## config.mk

```make
export PLATFORM = sky130hd
export DESIGN_NAME = pipe_scoreboard
export DESIGN_NICKNAME = d
export VERILOG_FILES = /design/src/rtl/pipe_pkg.sv /design/src/rtl/pipe_scoreboard_sb_entry.sv /design/src/rtl/pipe_scoreboard.sv
export SDC_FILE = /design/constraint.sdc
export NUM_CORES = 1
export LEC_CHECK = 0
export CAP_MARGIN = 20
export CORE_ASPECT_RATIO = 1.2
export CORE_UTILIZATION = 59
export DETAILED_ROUTE_END_ITERATION = 16
export PLACE_DENSITY = 0.82
export SYNTH_ARGS = -nofsm -noshare
export SYNTH_HDL_FRONTEND = slang
export SYNTH_SLANG_ARGS = --single-unit
```

## constraint.sdc

```tcl
create_clock -name clk -period 3.5 [get_ports clk]
set_input_delay 0.525 -clock clk [delete_from_list [all_inputs] [get_ports clk]]
set_output_delay 0.525 -clock clk [all_outputs]
set_load 0.05 [all_outputs]
```

## src/rtl/pipe_pkg.sv

```systemverilog
// Shared register-scoreboard defaults and latency type for ID-stage hazard logic.
// Pure declarations: no latency, no flow control.
package pipe_pkg;

    localparam int DEF_REG_AW   = 5;
    localparam int DEF_NUM_REGS = 32;
    localparam int DEF_MAX_LAT  = 7;
    localparam int DEF_LAT_W    = $clog2(DEF_MAX_LAT + 1);
    localparam int DEF_CNT_W    = 32;

    typedef logic [DEF_LAT_W-1:0] lat_t;

endpackage

```

## src/rtl/pipe_scoreboard_sb_entry.sv

```systemverilog
// One scoreboard slot: bubbles remaining before the pending result can be forwarded.
// Updates every edge; clear beats load, load keeps the larger of decremented and new value.
// No backpressure: state always advances.
module sb_entry
    import pipe_pkg::*;
#(
    parameter int LAT_W = DEF_LAT_W
) (
    input  logic             clk,
    input  logic             rst_n,
    input  logic             clr_i,
    input  logic             load_i,
    input  logic [LAT_W-1:0] lat_i,
    output logic [LAT_W-1:0] cnt_o
);

    logic [LAT_W-1:0] cnt_q;
    logic [LAT_W-1:0] cnt_d;
    logic [LAT_W-1:0] dec;

    always_comb begin
        dec   = (cnt_q != '0) ? (cnt_q - LAT_W'(1)) : '0;
        cnt_d = dec;
        if (clr_i) begin
            cnt_d = '0;
        end else if (load_i && (lat_i > dec)) begin
            // An older, longer producer must never be hidden by a shorter one.
            cnt_d = lat_i;
        end
    end

    always_ff @(posedge clk or negedge rst_n) begin
        if (!rst_n) begin
            cnt_q <= '0;
        end else begin
            cnt_q <= cnt_d;
        end
    end

    assign cnt_o = cnt_q;

endmodule

```

## src/rtl/pipe_scoreboard.sv

```systemverilog
// Per-register bubble scoreboard driving ID-stage stall, plus saturating stall counter.
// stall/issue_accept are combinational from current counters; counters move on each edge.
// Dependent ID instruction is held (stall) until every source it reads is forwardable.
module pipe_scoreboard
    import pipe_pkg::*;
#(
    parameter int NUM_REGS = DEF_NUM_REGS,
    parameter int REG_AW   = DEF_REG_AW,
    parameter int MAX_LAT  = DEF_MAX_LAT,
    parameter int LAT_W    = $clog2(MAX_LAT + 1),
    parameter int CNT_W    = DEF_CNT_W
) (
    input  logic                clk,
    input  logic                rst_n,
    input  logic                issue_valid,
    input  logic [REG_AW-1:0]   issue_rs,
    input  logic [REG_AW-1:0]   issue_rt,
    input  logic                issue_use_rs,
    input  logic                issue_use_rt,
    input  logic                issue_wr,
    input  logic [REG_AW-1:0]   issue_rd,
    input  logic [LAT_W-1:0]    issue_lat,
    input  logic                kill,
    output logic                stall,
    output logic                issue_accept,
    output logic [NUM_REGS-1:0] busy_vec,
    output logic [CNT_W-1:0]    stall_cycles
);

    logic             rs_hit;
    logic             rt_hit;
    logic             haz;
    logic             wr_en;
    logic [LAT_W-1:0] lat_eff;
    logic [CNT_W-1:0] stall_cycles_q;
    logic [CNT_W-1:0] stall_cycles_d;

    generate
        if (MAX_LAT >= (1 << LAT_W) - 1) begin : g_no_clamp
            assign lat_eff = issue_lat;
        end else begin : g_clamp
            localparam logic [LAT_W-1:0] MAX_V = LAT_W'(MAX_LAT);
            assign lat_eff = (issue_lat > MAX_V) ? MAX_V : issue_lat;
        end
    endgenerate

    // Only indices 1..NUM_REGS-1 can match, so r0 and out-of-range indices never hit.
    always_comb begin
        rs_hit = 1'b0;
        rt_hit = 1'b0;
        for (int r = 1; r < NUM_REGS; r++) begin
            if ((issue_rs == REG_AW'(r)) && busy_vec[r]) rs_hit = 1'b1;
            if ((issue_rt == REG_AW'(r)) && busy_vec[r]) rt_hit = 1'b1;
        end
    end

    assign haz          = (issue_use_rs && rs_hit) || (issue_use_rt && rt_hit);
    assign stall        = issue_valid && haz && !kill;
    assign issue_accept = issue_valid && !haz && !kill;
    assign wr_en        = issue_accept && issue_wr && (lat_eff != '0);

    assign busy_vec[0] = 1'b0;

    generate
        for (genvar r = 1; r < NUM_REGS; r++) begin : g_ent
            logic [LAT_W-1:0] cnt;
            logic             load;

            assign load = wr_en && (issue_rd == REG_AW'(r));

            sb_entry #(
                .LAT_W (LAT_W)
            ) u_entry (
                .clk    (clk),
                .rst_n  (rst_n),
                .clr_i  (kill),
                .load_i (load),
                .lat_i  (lat_eff),
                .cnt_o  (cnt)
            );

            assign busy_vec[r] = (cnt != '0);
        end
    endgenerate

    always_comb begin
        stall_cycles_d = stall_cycles_q;
        if (stall && !(&stall_cycles_q)) begin
            stall_cycles_d = stall_cycles_q + CNT_W'(1);
        end
    end

    always_ff @(posedge clk or negedge rst_n) begin
        if (!rst_n) begin
            stall_cycles_q <= '0;
        end else begin
            stall_cycles_q <= stall_cycles_d;
        end
    end

    assign stall_cycles = stall_cycles_q;

endmodule
```

* Word level (Yosys, flattened, before mapping)
Index checks and enable logic that the tools add are counted.
** Word-level totals
- Flip-flop bits (word level) :: 125
- Bits of input ports :: 25
** Operators by class
- Muxes and demuxes :: 155
- Reduce and logical (&&, ||, !) cells :: 170
- Add/sub/neg operators :: 32
- Magnitude comparators :: 31
- Equality and inequality tests :: 93
** Operators with widths (number)
- $mux 3 :: 93
- $eq 5x5->1 const B :: 48
- $logic_and 1x1->1 :: 133
- $eq 5x4->1 const B :: 24
- $reduce_bool 3->1 :: 32
- $gt 3x3->1 :: 31
- $sub 3x1->3 const B :: 31
- $mux 1 :: 62
- $eq 5x3->1 const B :: 12
- $add 32x1->32 const B :: 1
- $reduce_and 32->1 :: 1
- $eq 5x2->1 const B :: 6
- $eq 5x1->1 const B :: 3
- $logic_not 1->1 :: 3
- $logic_or 1x1->1 :: 1

* Logic depth before layout (Yosys ltp)
- Depth after elaboration :: 44
- Gate-level depth with buffers :: 12
- Gate-level depth less buffers :: 11

* Hierarchy
From an unflattened synthesis, not the netlist that was laid out.
** Second synthesis, totals
- Cell total of the unflattened synthesis :: 1129
- Area total of the unflattened synthesis :: 10397.5 um^2
** By module, submodules not included
- sb_entry :: instances 31, seq. area each 75.1 um^2, area an instance 242.7 um^2, cells an instance 25
- pipe_scoreboard :: instances 1, seq. area each 800.8 um^2, area an instance 2872.8 um^2, cells an instance 354

* Worst setup path before layout
No wires, ideal clock.
- Kind :: reg-to-output
- From :: register g_ent[22].u_entry.cnt_q[0]
- To :: output port issue_accept
- Stages on the path, launching flop included :: 10
- Required time :: 2975 ps
- Slack :: 275 ps
- Arrival :: 2700 ps
- Path buffers :: 2
- Path through :: dfrtp_1 nor3_2 inv_1 nand3b_1 o311ai_0 o41a_1 a221oi_2 buf_4 buf_6 and2_1
** Between the ends
- Cells in the longest elaborated chain, start to end :: 17
- Elaborated cells between the ends (all ways) :: 29
- Those cells by class :: mux (20); reduce/logical (9)
** RTL lines
- start: declaration :: RTL line pipe_scoreboard_sb_entry.sv:17 : logic [LAT_W-1:0] cnt_q;
- start signal: assignment :: RTL line pipe_scoreboard_sb_entry.sv:36 : cnt_q <= cnt_d;
- $reduce_bool 3->1 * :: RTL line pipe_scoreboard.sv:82 : assign busy_vec[r] = (cnt != '0);
- named net busy_vec[22] :: RTL line pipe_scoreboard.sv:26 : output logic [NUM_REGS-1:0] busy_vec,
- $logic_and 1x1->1 (on tied branches) :: RTL line pipe_scoreboard.sv:52, pipe_scoreboard.sv:53
- $mux 1 (on tied branches) (10 in series) :: RTL line pipe_scoreboard.sv:52, pipe_scoreboard.sv:53
- $logic_and 1x1->1 :: RTL line pipe_scoreboard.sv:57 : assign haz = (issue_use_rs && rs_hit) || (issue_use_rt && rt_hit);
- $logic_or 1x1->1 * :: RTL line pipe_scoreboard.sv:57
- $logic_not 1->1 * :: RTL line pipe_scoreboard.sv:59 : assign issue_accept = issue_valid && !haz && !kill;
- $logic_and 1x1->1 * (2 in series) :: RTL line pipe_scoreboard.sv:59
- end: declaration :: RTL line pipe_scoreboard.sv:25 : output logic issue_accept,
Mark *: on every way through the listed nets, which the timed path passes. The rest lies on a longest branch.

* Worst setup path after layout
- From :: input port issue_rs[2]
- To :: output port issue_accept
** Between the ends
- Cells in the longest elaborated chain, start to end :: 38
- Elaborated cells between the ends (all ways) :: 98
- Those cells by class :: eq/ne (31); mux (31); reduce/logical (36)
** RTL lines
- start: declaration :: RTL line pipe_scoreboard.sv:16 : input logic [REG_AW-1:0] issue_rs,
- $eq 5x1->1 :: RTL line pipe_scoreboard.sv:52 : if ((issue_rs == REG_AW'(r)) && busy_vec[r]) rs_hit = 1'b1;
- $logic_and 1x1->1 :: RTL line pipe_scoreboard.sv:52
- $mux 1 (30 in series) :: RTL line pipe_scoreboard.sv:52
- $mux 1 * :: RTL line pipe_scoreboard.sv:52
- $logic_and 1x1->1 * :: RTL line pipe_scoreboard.sv:57
- $logic_or 1x1->1 * :: RTL line pipe_scoreboard.sv:57
- $logic_not 1->1 * :: RTL line pipe_scoreboard.sv:59
- $logic_and 1x1->1 * (2 in series) :: RTL line pipe_scoreboard.sv:59
Every way passes the cells marked *; elsewhere a longest branch is shown, timed or not.

==> results by group <==
Outcome
  – Outcome: complete, no violations

Setup path
  – Crit path DAT: 2.92 ns
  – CP max FO: 10
  – Setup crit start kind: input port
  – Crit. End Element: output port
  – Critical path required time: 2.97 ns
  – WS Path Type: input port to output port

Detailed routing
  – Routed via count: 8767
  – Via-per-instance ratio: 6.29
  – Avg WL per Cell: 19.7 um
  – 1st-iter DRT viols: 750
  – Drt pass-1 iters: 5
  – Routed WL: 27500 um
  – Residual DRC: 0
  – Final ANT Viol Nets: 0

Synth
  – #FFs+latches synth: 125
  – Yosys top cell area share: 32.5%
  – Area contributors post-synth: dfrtp_1 (33%), ha_1 (12%), mux2i_1 (6.0%)
  – Synth cell types: 59
  – Syn Nets: 1139
  – Syn. warnings: 0
  – Xor and xnor area share after synthesis: 2.82%
  – Largest family of logic cells by synthesized area: simple AND/OR/NAND/NOR gates
  – Post-synth EDFFs: 0
  – Mux cell area share after synthesis: 6.16%
  – Mean post-synth cell area: 9.44 um^2
  – Simple-gate share of the synthesized area: 24.7%
  – Mapped Area: 0.00961 mm^2
  – Syn Inst Count: 1018
  – Area share of fa/ha/maj cells after synthesis: 12.5%
  – Area leader, netlist: dfrtp_1
  – Seq/Total Area, Yosys: 32.5%
  – Synth Flop Type: dfrtp_1
  – Synth Area in Compound Gates: 16.2%
  – FFs w/ async S/R, synth: 100%

STA
  – Setup TNS: 0 ns
  – Slew headroom: 29.7%
  – Period Utilization, post-route: 98.4%
  – Minimum clock period: 3.44 ns
  – Fin. max-slew vios: 0
  – Least-Margin Pin Slew: 1.05 ns
  – RSZ-0062 raised after global routing: false
  – Clk_skew: 0.0103 ns
  – Setup Viol. Count Final: 0
  – Fmax: 0.290 GHz
  – Final hold vios: 0

Global route
  – First-pass GRT wire length: 44300 um
  – Total gr overflow: 0
  – Initial antenna violation count: 0
  – Vias in the first global route: 8798
  – GRT Total Usage: 33.5%
  – Largest net degree at the start of global routing: 126

Clocking
  – Clock root cell: clkbuf_16
  – CTS H-tree depth: 4
  – Hold-fix buffers, CTS: 0
  – Worst-skew pair later-pin latency: 0.43 ns
  – Number of buffers created by CTS: 17
  – Reg clk slew, reported paths: 0.06 ns
  – Num Clock Sinks: 125
  – CTS tree: done
  – Clk buf depth: 2

Finish
  – Final net count: 1294
  – Antenna Cells: 0
  – Non-filler cells, final: 1394
  – Layout cell share with drive strength beyond 1: 14.9%
  – Area grow syn2layout: 25.1%

Place
  – Dpl hpwl: 18500 um
  – Input/output buffers: 89
  – Cells after DPL: 1358
  – GPL Wtd Cong: 0.972

Pwr
  – Worst VDD drop: 0.000244 V
  – PD cells: 331 mW/mm^2
  – Leak: 5.82 nW

Floorplan
  – Row count: 50
  – I/O Pins: 91
  – Horiz. Die Dim: 119 um
  – Die height: 142 um
  – Die Area: 0.0168 mm^2
  – Core footprint: 0.0158 mm^2
  – Initial Utilization: 61.0%

Flow run
  – Max_cap viols: 0

Hold path
  – Worst min-delay path category: input port to asynchronous set/reset pin
cell families (layout without fill, tap and decap cells):
logic type	after synthesis	after routing
buffers and inverters	116	284
other	1	1
adders and majority gates	96	96
AOI/OAI and AO/OA	230	230
DFF	125	125
muxes	59	59
and+or+nand+nor	360	360
xor gates and xnor gates	31	31
per-layer routing:
layer | global-route usage, % | wire, um
met1 | 40.0 | 10800
met2 | 57.2 | 13500
met3 | 4.90 | 1850
met4 | 20.5 | 1470
met5 | 0 | 0
sequential cells by signal, indices dropped and copies added, names as in the netlist:
register and cells:
g_ent.u_entry.cnt_o 93, stall_cycles 32
stage by stage:
stage / setup slack [ns] / hold slack (ns) / instance area [um^2] / power, mW / utilization, %
2_1_floorplan: 0.275 / 0.229 / 9610 / 1.92 / -
6_report: 0.0558 / 0.205 / 12000 / 3.98 / 76.3
4_1_cts: 0.0106 / 0.248 / 11900 / 3.98 / 75.5
3_5_place_dp: -0.394 / 0.488 / 11300 / 2.22 / 71.6
5_1_grt: 0.000412 / 0.269 / 12000 / 4.11 / 76.3
3_3_place_gp: -0.235 / 0.480 / 11300 / 2.20 / 71.6
cells in the mapped netlist (all sizes together) (2+ instances only):
| cell type | n |
|---|---|
| o31ai | 3 |
| nand2 | 28 |
| mux2i | 58 |
| dfrtp | 125 |
| nor4b | 10 |
| a21o | 31 |
| o21ai | 32 |
| a311o | 7 |
| and2 | 5 |
| nor2b | 39 |
| nand3b | 8 |
| nand4 | 16 |
| a2111oi | 6 |
| xor2 | 12 |
| buf | 20 |
| nor3b | 31 |
| or2 | 6 |
| nand4b | 16 |
| nand3 | 14 |
| inv | 73 |
| ha | 96 |
| xnor2 | 19 |
| nor2 | 98 |
| o22ai | 3 |
| a211oi | 39 |
| o41a | 2 |
| nor4 | 17 |
| o311ai | 4 |
| a311oi | 26 |
| or3 | 9 |
| a21oi | 69 |
| and3 | 4 |
| clkbuf | 23 |
| nor3 | 48 |
| a221oi | 2 |
| nand2b | 7 |
cell usage in the layout, fill, tap and decap left out, types with 18 or more instances in the layout:
cell type	Yosys	routed
a211oi_1	39	39
xnor2_1	19	19
nor3b_1	31	31
ha_1	96	95
a21oi_1	69	69
inv_1	73	73
nor2b_1	39	39
clkdlybuf4s50_1	0	77
nor2_1	98	97
nand2_1	28	28
mux2i_1	58	58
buf_4	2	81
dfrtp_1	125	125
clkbuf_16	0	18
o21ai_0	32	32
a311oi_1	26	26
a21o_1	31	31
nor3_1	44	44
critical path, stage by stage:
cell and delay [ns]:
clkdlybuf4s50_1 0.49, buf_6 0.16, nand2b_1 0.16, nor3_1 0.07, o21a_1 0.20, o41a_1 0.45, a221oi_4 0.48, and2_4 0.24
buf_12 0.13
timing repair:
item                                    4_1_cts  5_1_grt
pin swaps                                     3        8
endpoints found under the setup margin       26       48
cloned                                        0        1
resized for setup                             5       19
setup buffers                                 2        1
where the power goes:
| part | total, mW | switching, mW | internal [mW] |
|---|---|---|---|
| combinational | 0.701 | 0.434 | 0.267 |
| sequential | 1.52 | 0.0446 | 1.47 |
| clock | 1.76 | 0.698 | 1.06 |
| total | 3.98 | 1.18 | 2.81 |
final cells by class:
cell class                 instances  area [um^2]
clock buffer                      18          439
timing repair buffer             179         1680
inverter                          73          274
multi-input combinational        777         6100
sequential                       125         3130
fill                            1083         3740
clock inverter                    14          144
tap                              208          260
worst paths after layout:
kind                       slack [ns]                         end  cells past startpoint                       start
max in group asynchronous        2.77  g_ent[16].u_entry.cnt_o[2]                      2                       rst_n
max reg2reg                      0.14  g_ent[17].u_entry.cnt_o[1]                     10  g_ent[26].u_entry.cnt_o[1]
min in group clk                 0.50             stall_cycles[9]                      1             stall_cycles[9]
max                              0.06                issue_accept                      9                 issue_rs[2]
min                              0.20            stall_cycles[28]                      2                       rst_n
min reg2reg                      0.50             stall_cycles[9]                      1             stall_cycles[9]
(Power assumes the default switching activity.)
